File: config.mk
export PLATFORM = sky130hd
export DESIGN_NAME = fib_counter_display_flat
export DESIGN_NICKNAME = d
export VERILOG_FILES = /design/src/rtl/fib_counter_display_if.sv /design/src/rtl/fib_counter_display.sv /design/src/flat_wrapper.sv
export SDC_FILE = /design/constraint.sdc
export NUM_CORES = 1
export LEC_CHECK = 0
export BUFFER_PORTS_ARGS = -buffer_cell sky130_fd_sc_hd__buf_2
export CORE_UTILIZATION = 56
export CTS_CLUSTER_SIZE = 14
export DETAILED_ROUTE_END_ITERATION = 16
export GPL_ROUTABILITY_DRIVEN = 1
export GPL_TIMING_DRIVEN = 0
export PLACE_DENSITY = 0.74
export SLEW_MARGIN = 10
export SYNTH_ARGS = -nofsm -noshare
export SYNTH_HDL_FRONTEND = slang
export SYNTH_SLANG_ARGS = --single-unit
File: constraint.sdc
create_clock -name clk -period 2.95 [get_ports clk]
set_input_delay 0.295 -clock clk [delete_from_list [all_inputs] [get_ports clk]]
set_output_delay 0.295 -clock clk [all_outputs]
set_load 0.005 [all_outputs]
File: src/rtl/fib_counter_display_if.sv
// Pin bundle for fib_counter_display: count controls in, counter/display outputs out.
interface fib_counter_display_if #(
    parameter int WIDTH  = 8,
    parameter int DIGITS = 2
);
    logic              en;
    logic              clr;
    logic [WIDTH-1:0]  count;
    logic              fib;
    logic [6:0]        sevenSeg;
    logic [DIGITS-1:0] an;

    modport master (output en, clr, input count, fib, sevenSeg, an);
    modport slave  (input en, clr, output count, fib, sevenSeg, an);
endinterface

File: src/rtl/fib_counter_display.sv
// Prescaled WIDTH-bit counter with Fibonacci flag driving a multiplexed hex display.
// Optional leading-zero blanking when FIB_COUNTER_DISPLAY_BLANK_EN is defined.
module fib_counter_display #(
    parameter int WIDTH    = 8,
    parameter int DIGITS   = 2,
    parameter int TICK_DIV = 50000000,
    parameter int SCAN_DIV = 100000
) (
    input  logic                  clk,
    input  logic                  reset,
    fib_counter_display_if.slave  bus
);
    localparam int PW = (TICK_DIV > 1) ? $clog2(TICK_DIV) : 1;
    localparam int SW = (SCAN_DIV > 1) ? $clog2(SCAN_DIV) : 1;
    localparam int DW = (DIGITS > 1) ? $clog2(DIGITS) : 1;
    localparam int NW = 4 * DIGITS;
    localparam int EW = (NW > WIDTH) ? NW : WIDTH;

    localparam logic [PW-1:0] PRESC_LAST = PW'(TICK_DIV - 1);
    localparam logic [SW-1:0] SCAN_LAST  = SW'(SCAN_DIV - 1);
    localparam logic [DW-1:0] DIG_LAST   = DW'(DIGITS - 1);
    localparam logic [6:0]    GLYPH_ZERO = 7'b1000000;

    logic [PW-1:0]     presc_q, presc_d;
    logic [WIDTH-1:0]  count_q, count_d;
    logic              fib_q, fib_d;
    logic [WIDTH:0]    a_q, a_d, b_q, b_d;
    logic [SW-1:0]     scan_q, scan_d;
    logic [DW-1:0]     dig_q, dig_d;
    logic [DIGITS-1:0] an_q, an_d;
    logic [6:0]        seg_q, seg_d;

    logic [WIDTH-1:0]  cn;
    logic [WIDTH+1:0]  sum;
    logic [EW-1:0]     cnt_ext;
    logic [3:0]        nibble;

    function automatic logic [6:0] glyph(input logic [3:0] n);
        case (n)
            4'h0: glyph = 7'b1000000;
            4'h1: glyph = 7'b1111001;
            4'h2: glyph = 7'b0100100;
            4'h3: glyph = 7'b0110000;
            4'h4: glyph = 7'b0011001;
            4'h5: glyph = 7'b0010010;
            4'h6: glyph = 7'b0000010;
            4'h7: glyph = 7'b1111000;
            4'h8: glyph = 7'b0000000;
            4'h9: glyph = 7'b0010000;
            4'hA: glyph = 7'b0001000;
            4'hB: glyph = 7'b0000011;
            4'hC: glyph = 7'b1000110;
            4'hD: glyph = 7'b0100001;
            4'hE: glyph = 7'b0000110;
            default: glyph = 7'b0001110;
        endcase
    endfunction

    // Counter and Fibonacci tracker: b is always the next Fibonacci value above count.
    always_comb begin
        presc_d = presc_q;
        count_d = count_q;
        fib_d   = fib_q;
        a_d     = a_q;
        b_d     = b_q;
        cn      = '0;
        sum     = '0;
        if (bus.clr) begin
            presc_d = '0;
            count_d = '0;
            fib_d   = 1'b1;
            a_d     = (WIDTH+1)'(1);
            b_d     = (WIDTH+1)'(2);
        end else if (bus.en) begin
            if (presc_q == PRESC_LAST) begin
                presc_d = '0;
                cn      = count_q + 1'b1;
                count_d = cn;
                if (cn == '0) begin
                    a_d   = (WIDTH+1)'(1);
                    b_d   = (WIDTH+1)'(2);
                    fib_d = 1'b1;
                end else begin
                    if ({1'b0, cn} == b_q) begin
                        sum = {1'b0, a_q} + {1'b0, b_q};
                        a_d = b_q;
                        b_d = sum[WIDTH+1] ? '1 : sum[WIDTH:0];
                    end
                    fib_d = (cn < WIDTH'(2)) || ({1'b0, cn} == b_q);
                end
            end else begin
                presc_d = presc_q + 1'b1;
            end
        end
    end

    // Digit slot and its glyph are latched together at each slot boundary.
    always_comb begin
        scan_d  = scan_q + 1'b1;
        dig_d   = dig_q;
        an_d    = an_q;
        seg_d   = seg_q;
        cnt_ext = EW'(count_q);
        nibble  = '0;
        if (scan_q == SCAN_LAST) begin
            scan_d = '0;
            dig_d  = (dig_q == DIG_LAST) ? '0 : dig_q + 1'b1;
            an_d   = ~(DIGITS'(1) << dig_d);
            nibble = cnt_ext[4*dig_d +: 4];
            seg_d  = glyph(nibble);
`ifdef FIB_COUNTER_DISPLAY_BLANK_EN
            if ((dig_d != '0) && ((cnt_ext >> (4*dig_d)) == '0))
                seg_d = '1;
`endif
        end
    end

    always_ff @(posedge clk or negedge reset) begin
        if (!reset) begin
            presc_q <= '0;
            count_q <= '0;
            fib_q   <= 1'b1;
            a_q     <= (WIDTH+1)'(1);
            b_q     <= (WIDTH+1)'(2);
            scan_q  <= '0;
            dig_q   <= '0;
            an_q    <= ~DIGITS'(1);
            seg_q   <= GLYPH_ZERO;
        end else begin
            presc_q <= presc_d;
            count_q <= count_d;
            fib_q   <= fib_d;
            a_q     <= a_d;
            b_q     <= b_d;
            scan_q  <= scan_d;
            dig_q   <= dig_d;
            an_q    <= an_d;
            seg_q   <= seg_d;
        end
    end

    assign bus.count    = count_q;
    assign bus.fib      = fib_q;
    assign bus.an       = an_q;
    assign bus.sevenSeg = seg_q;
endmodule

File: src/flat_wrapper.sv
// flat-port wrapper written by rule: the top's interface ports become plain ports
module fib_counter_display_flat 
#(
    parameter int WIDTH    = 8,
    parameter int DIGITS   = 2,
    parameter int TICK_DIV = 50000000,
    parameter int SCAN_DIV = 100000
)
  (clk, reset, bus_en, bus_clr, bus_count, bus_fib, bus_sevenSeg, bus_an);
  fib_counter_display_if #(.WIDTH(WIDTH), .DIGITS(DIGITS)) bus_i ();
  input  logic clk;
  input  logic reset;
  input wire logic [$bits(bus_i.en)-1:0] bus_en;
  input wire logic [$bits(bus_i.clr)-1:0] bus_clr;
  output wire logic [$bits(bus_i.count)-1:0] bus_count;
  output wire logic [$bits(bus_i.fib)-1:0] bus_fib;
  output wire logic [$bits(bus_i.sevenSeg)-1:0] bus_sevenSeg;
  output wire logic [$bits(bus_i.an)-1:0] bus_an;
  assign bus_i.en = bus_en;
  assign bus_i.clr = bus_clr;
  assign bus_count = bus_i.count;
  assign bus_fib = bus_i.fib;
  assign bus_sevenSeg = bus_i.sevenSeg;
  assign bus_an = bus_i.an;
  fib_counter_display #(.WIDTH(WIDTH), .DIGITS(DIGITS), .TICK_DIV(TICK_DIV), .SCAN_DIV(SCAN_DIV)) u_core (.clk(clk), .reset(reset), .bus(bus_i));
endmodule
==> results of run 1 <==
## metal layers
layer / share of wire, % / track usage [%]
met5: 0 / 0
met4: 2.3 / 11.5
met3: 2.5 / 3.57
met2: 48 / 39.5
met1: 47 / 30.1
## what timing repair did
action	in CTS	in global routing
hold buffers	1	0
endpoints found under the hold margin	23	0
resized for setup	0	3
setup endpoints to repair	0	7
## power breakdown
| group | switching [µW] | internal (µW) | leakage [µW] |
|---|---|---|---|
| registers | 2.13 | 1080 | 0.00107 |
| logic | 43.0 | 15.9 | 0.00111 |
| clock network | 442 | 428 | 0.000108 |
## Yosys cell counts (all sizes together) (3+ instances only)
cell,count
xnor2,24
a22o,11
or3,4
a21o,3
nor3,8
o21a,5
and2,4
mux2,6
a31oi,3
nand2,36
inv,13
dfrtp,74
a211oi,3
buf,11
mux2i,4
nor3b,3
a21bo,5
nor2,64
nor2b,8
nand3,20
clkbuf,11
nor4,7
o21ai,19
o41ai,3
nand4,11
a21oi,16
and3,8
xor2,32
ha,20
dfstp,5
and4,3
## cell type report
type | count | area (µm²)
fill | 625 | 2740
multi-input combinational | 355 | 2390
sequential | 79 | 1980
timing repair buffer | 23 | 145
clock buffer | 10 | 138
tap | 102 | 128
buffer | 22 | 120
clock inverter | 6 | 73.8
inverter | 13 | 48.8
## worst min path at each step
stage | startpoint | endpoint | cells after the start
finish | bus_en | u_core.presc_q[2]$_DFFE_PN0P_ | 4
global route | bus_clr | u_core.presc_q[24]$_DFFE_PN0P_ | 3
CTS | bus_clr | u_core.presc_q[24]$_DFFE_PN0P_ | 3
detailed placement | reset | u_core.bus.sevenSeg[5]$_DFFE_PN0N_ | 1
global placement | u_core.a_q[0]$_DFFE_PN1P_ | u_core.a_q[0]$_DFFE_PN1P_ | 2
floorplan | reset | u_core.a_q[1]$_DFFE_PN0P_ | 0
## cell families (layout without fill, tap and decap cells)
| group | count (synthesis) | after routing | synth area share [%] |
|---|---|---|---|
| AOI/OAI and AO/OA | 81 | 81 | 12.4 |
| xor gates and xnor gates | 56 | 56 | 10.8 |
| adders and majority gates | 21 | 21 | 5.97 |
| buffers and inverters | 35 | 74 | 3.73 |
| DFF | 79 | 79 | 43.8 |
| muxes | 11 | 11 | 2.87 |
| and+or+nand+nor | 186 | 186 | 20.4 |
## stage by stage
step	instances	utilization (%)	instance area, µm²	hold slack [ns]	worst slack [ns]
3_3_place_gp	592	61.3	4760	0.452	0.203
5_1_grt	610	64.7	5030	0.371	0.0182
3_5_place_dp	593	61.7	4790	0.241	0.174
2_1_floorplan	469	-	4530	-0.000591	0.431
6_report	610	64.7	5030	0.338	0.178
4_1_cts	610	64.5	5010	0.332	0.155
## registers in the layout, summed over array words and instances (netlist names)
signal,flops
u_core.bus.sevenSeg,7
u_core.scan_q,17
u_core.presc_q,26
u_core.bus.fib,1
u_core.bus.an,2
u_core.a_q,9
u_core.bus.count,8
u_core.b_q,9
## worst reg2reg max path, stage by stage, from the launching register on
cell and delay, ns:
dfrtp_2 0.49, ha_1 0.35, xor2_1 0.17, or3_1 0.32, a311oi_2 0.23, o2111ai_2 0.22, nor2b_1 0.21, a21o_1 0.18
buf_6 0.14, buf_6 0.14, a22o_1 0.22
==> impl_metrics.env, run 1 <==
export IMPL_status="completed"
export IMPL_start_util_pct=58.3
export IMPL_dr_pass1_iters=4
export IMPL_rows=32
export IMPL_crit_path_end="u_core.b_q[7]$_DFFE_PN0P_"
export IMPL_p_leak_uw=0.00229
export IMPL_hold_viol=0
export IMPL_avgViaCountPerCell=5.75
export IMPL_syn_nets=494
export IMPL_die_w_um=91.9
export IMPL_clk_root_buffer_cell="clkbuf_8"
export IMPL_critPathMaxFanout=10
export IMPL_clk_transition_reported_paths_ns=0.09
export IMPL_grt_pass1_vias=3504
export IMPL_grt_max_degree=54
export IMPL_cts_setup_buffers=0
export IMPL_fin_tns_setup_ns=0
export IMPL_async_flop_share_pct=100
export IMPL_cts_buffers=9
export IMPL_cp_depth=10
export IMPL_rsz0062_at_grt="no"
export IMPL_die_h_um=91.9
export IMPL_drc=0
export IMPL_synth_seq_cells=79
export IMPL_synth_cells=469
export IMPL_maxCapViolations=0
export IMPL_nets=528
export IMPL_drt_wirelength_per_cell_um=15.2
export IMPL_power_density_nw_per_um2=401
export IMPL_period_share_pct=94.0
export IMPL_cts_max_level=3
export IMPL_synth_area_top_cells="dfrtp_1, xor2_1, ha_1"
export IMPL_holdCritPathClass="in2reg"
export IMPL_power_uw=2020
export IMPL_drt_iter0_drc=129
export IMPL_synthFlopType="dfrtp_1"
export IMPL_reg2regPathDepth=10
export IMPL_yosys_warnings=0
export IMPL_yosys_area_top_type="dfrtp_1"
export IMPL_cp_required_ns=3.20
export IMPL_fmax_ghz=0.361
export IMPL_area_growth_syn_to_layout_pct=11.0
export IMPL_grt_pass1_wl_mm=15.8
export IMPL_core_area_um2=7770
export IMPL_cts_tree="built"
export IMPL_startpoint_type="flip-flop"
export IMPL_gr_usage_all_layers_pct=23.7
export IMPL_fin_crit_ns=2.77
export IMPL_worst_pin_slew_ns=0.823
export IMPL_peakVddDrop_uv=221
export IMPL_slowest_stage="dfrtp_2"
export IMPL_finalSetupViolCount=0
export IMPL_antenna_found_initial=0
export IMPL_gp_congestion=0.842
export IMPL_wl_mm=9.25
export IMPL_worstPathCellList="ha_1 > xor2_1 > or3_1 > a311oi_2 > o2111ai_2 > nor2b_1 > a21o_1 > buf_6 > buf_6 > a22o_1"
export IMPL_place_hpwl_mm=6.50
export IMPL_grt_overflow_total=0
export IMPL_cpPeakStageDelay_ns=0.49
export IMPL_vias=3510
export IMPL_rr_endpoint="u_core.b_q[7]$_DFFE_PN0P_"
export IMPL_drv_slew=0
export IMPL_worstSkewPairLatency_ns=0.36
export IMPL_synth_edf_count=0
export IMPL_cts_path_max_buffers=2
export IMPL_ant_nets=0
export IMPL_yosysUniqueCellTypes=58
export IMPL_ff2ff_setup_slack_ns=0.18
export IMPL_io_pins=22
export IMPL_fin_worst_skew_ns=0.0111
export IMPL_die_area_um2=8450
export IMPL_final_cell_mix="dfrtp_1, nor2_1, nand2_1"
export IMPL_cp_end_kind="flip-flop"
export IMPL_crit_family="compound AO/OA/AOI/OAI gates"
export IMPL_portBuffers=21
export IMPL_slew_headroom_pct=43.6
export IMPL_diodes=0
export IMPL_drive_gt1_share_pct=14.8
export IMPL_cp_common_cell="buf_6"
export IMPL_layout_commonest_cell="dfrtp_1"
export IMPL_path_class="reg2reg"
export IMPL_synth_avg_cell_area_um2=9.66
export IMPL_seq_area_frac_synth_pct=43.8
export IMPL_critPathBufInv=2
export IMPL_cts_sinks=79
export IMPL_synth_area_um2=4530
export IMPL_crit_arrival_ns=3.02
export IMPL_r2r_start="u_core.bus.count[1]$_DFFE_PN0P_"
export IMPL_cp_startpoint="u_core.bus.count[1]$_DFFE_PN0P_"
export IMPL_yosysTopAreaCellShare_pct=40.9
Note: power is estimated with default switching activity, not from simulation.
==> run 2, diff against run 1 <==
Settings changed: CORE_MARGIN from default to 2.
==> impl_metrics.env, run 2 (same netlist as run 1, synthesis figures left out) <==
export IMPL_status="completed"
export IMPL_cts_path_max_buffers=2
export IMPL_dp_cells=593
export IMPL_rr_endpoint="u_core.b_q[2]$_DFFE_PN0P_"
export IMPL_critPathMaxFanout=10
export IMPL_die_h_um=93.9
export IMPL_fmax_ghz=0.346
export IMPL_die_area_um2=8820
export IMPL_fin_tns_setup_ns=0
export IMPL_cts_repair_resized=0
export IMPL_slew_headroom_pct=45.7
export IMPL_drive_gt1_share_pct=14.2
export IMPL_vias=3461
export IMPL_clk_root_buffer_cell="clkbuf_8"
export IMPL_grt_max_degree=55
export IMPL_cts_hold_repair_buffers=1
export IMPL_ff2ff_setup_slack_ns=0.06
export IMPL_ant_nets=0
export IMPL_reg2regPathDepth=10
export IMPL_gp_congestion=0.841
export IMPL_gr_usage_all_layers_pct=21.2
export IMPL_drv_slew=0
export IMPL_worst_pin_slew_ns=0.792
export IMPL_cts_buffers=9
export IMPL_rsz0062_at_grt="no"
export IMPL_fin_crit_ns=2.89
export IMPL_layout_commonest_cell="dfrtp_1"
export IMPL_dr_pass1_iters=4
export IMPL_grt_pass1_wl_mm=15.1
export IMPL_top_regs="u_core.presc_q: 26 flops, u_core.scan_q: 17 flops"
export IMPL_peakVddDrop_uv=217
export IMPL_p_leak_uw=0.00228
export IMPL_cts_sinks=79
export IMPL_worstSkewPairLatency_ns=0.35
export IMPL_rows=32
export IMPL_cts_setup_buffers=0
export IMPL_cts_tree="built"
export IMPL_hold_path_startpoint="bus_en"
export IMPL_maxCapViolations=0
export IMPL_wl_mm=9.05
export IMPL_startpoint_type="flip-flop"
export IMPL_core_area_um2=7770
export IMPL_antenna_found_initial=0
export IMPL_grt_overflow_total=0
export IMPL_portBuffers=21
export IMPL_whs_path_depth=4
export IMPL_holdCritPathClass="in2reg"
export IMPL_io_pins=22
export IMPL_drt_wirelength_per_cell_um=14.8
export IMPL_start_util_pct=58.3
export IMPL_drc=0
export IMPL_path_class="reg2reg"
export IMPL_cp_end_kind="flip-flop"
export IMPL_period_share_pct=98.0
export IMPL_finalSetupViolCount=0
export IMPL_area_growth_syn_to_layout_pct=10.6
export IMPL_avgViaCountPerCell=5.67
export IMPL_holdPathEnd="u_core.presc_q[2]$_DFFE_PN0P_"
export IMPL_hold_viol=0
export IMPL_place_hpwl_mm=6.38
export IMPL_grt_pass1_vias=3350
export IMPL_fin_worst_skew_ns=0.0130
export IMPL_final_cell_mix="dfrtp_1, nor2_1, nand2_1"
export IMPL_cts_max_level=3
export IMPL_diodes=0
export IMPL_die_w_um=93.9
export IMPL_clk_transition_reported_paths_ns=0.09
export IMPL_r2r_start="u_core.bus.count[1]$_DFFE_PN0P_"
export IMPL_nets=528
export IMPL_crit_arrival_ns=3.13
export IMPL_drt_iter0_drc=139
export IMPL_power_density_nw_per_um2=401
export IMPL_largest_register_ff_count=26
export IMPL_cp_required_ns=3.19
export IMPL_finalNonFillerCells=610
export IMPL_regMostFlops="u_core.presc_q"
-- run 2: cell count changes in the layout (fill, tap and decap cells not counted), sizes merged --
cell      change
clkinv        -1
inv           +1
clkbuf        -1
clkinvlp      +1
-- run 2: through the flow --
stage | hold WS (ns) | setup WS [ns] | total power, µW | util [%] | cell area (µm²)
after floorplan | -0.000591 | 0.431 | 1130 | - | 4530
after global placement | 0.453 | 0.206 | 1160 | 61.3 | 4760
after detailed placement | 0.238 | 0.135 | 1170 | 61.7 | 4790
after CTS | 0.336 | 0.129 | 2020 | 64.5 | 5010
after global routing | 0.360 | 0.00571 | 2070 | 64.5 | 5010
final | 0.344 | 0.0599 | 2010 | 64.5 | 5010
-- run 2: final cells by class --
cell class / instances / area [µm²]
clock buffer: 9 / 124
sequential: 79 / 1980
multi-input combinational: 355 / 2380
buffer: 22 / 120
clock inverter: 7 / 83.8
fill: 628 / 2760
timing repair buffer: 23 / 145
inverter: 13 / 48.8
tap: 102 / 128
-- run 2: worst max-delay path by stage --
stage / start / endpoint / slack [ns] / cells past startpoint
final: u_core.bus.count[1]$_DFFE_PN0P_ / u_core.b_q[2]$_DFFE_PN0P_ / 0.06 / 10
after global routing: u_core.presc_q[0]$_DFFE_PN0P_ / u_core.a_q[2]$_DFFE_PN0P_ / 0.006 / 8
after CTS: u_core.bus.count[1]$_DFFE_PN0P_ / u_core.b_q[2]$_DFFE_PN0P_ / 0.13 / 10
after detailed placement: u_core.bus.count[1]$_DFFE_PN0P_ / u_core.b_q[2]$_DFFE_PN0P_ / 0.13 / 10
after global placement: u_core.bus.count[1]$_DFFE_PN0P_ / u_core.b_q[2]$_DFFE_PN0P_ / 0.21 / 10
after floorplan: u_core.bus.count[1]$_DFFE_PN0P_ / u_core.b_q[7]$_DFFE_PN0P_ / 0.43 / 10
-- run 2: critical path, cell delays in order (launching register included) --
cell and delay [ns]:
dfrtp_1 0.50, ha_1 0.37, xor2_1 0.18, or3_1 0.32, a311oi_1 0.27, o2111ai_1 0.24
nor2b_1 0.21, a21o_1 0.19, buf_6 0.14, buf_6 0.14, a22o_1 0.22
-- run 2: report_power, final --
part	switching (µW)	total, µW	internal, µW
sequential	2.65	1090	1080
clock	452	862	409
combinational	43.1	59.1	15.9
total	498	2010	1510
-- run 2: per-layer routing --
metal / wire, µm / vias to the layer above / GRT usage (%)
li1: - / 1708 / -
met1: 4390 / 1674 / 29.4
met2: 4210 / 64 / 33.5
met3: 314 / 15 / 4.25
met4: 130 / 0 / 6.88
met5: 0 / - / 0
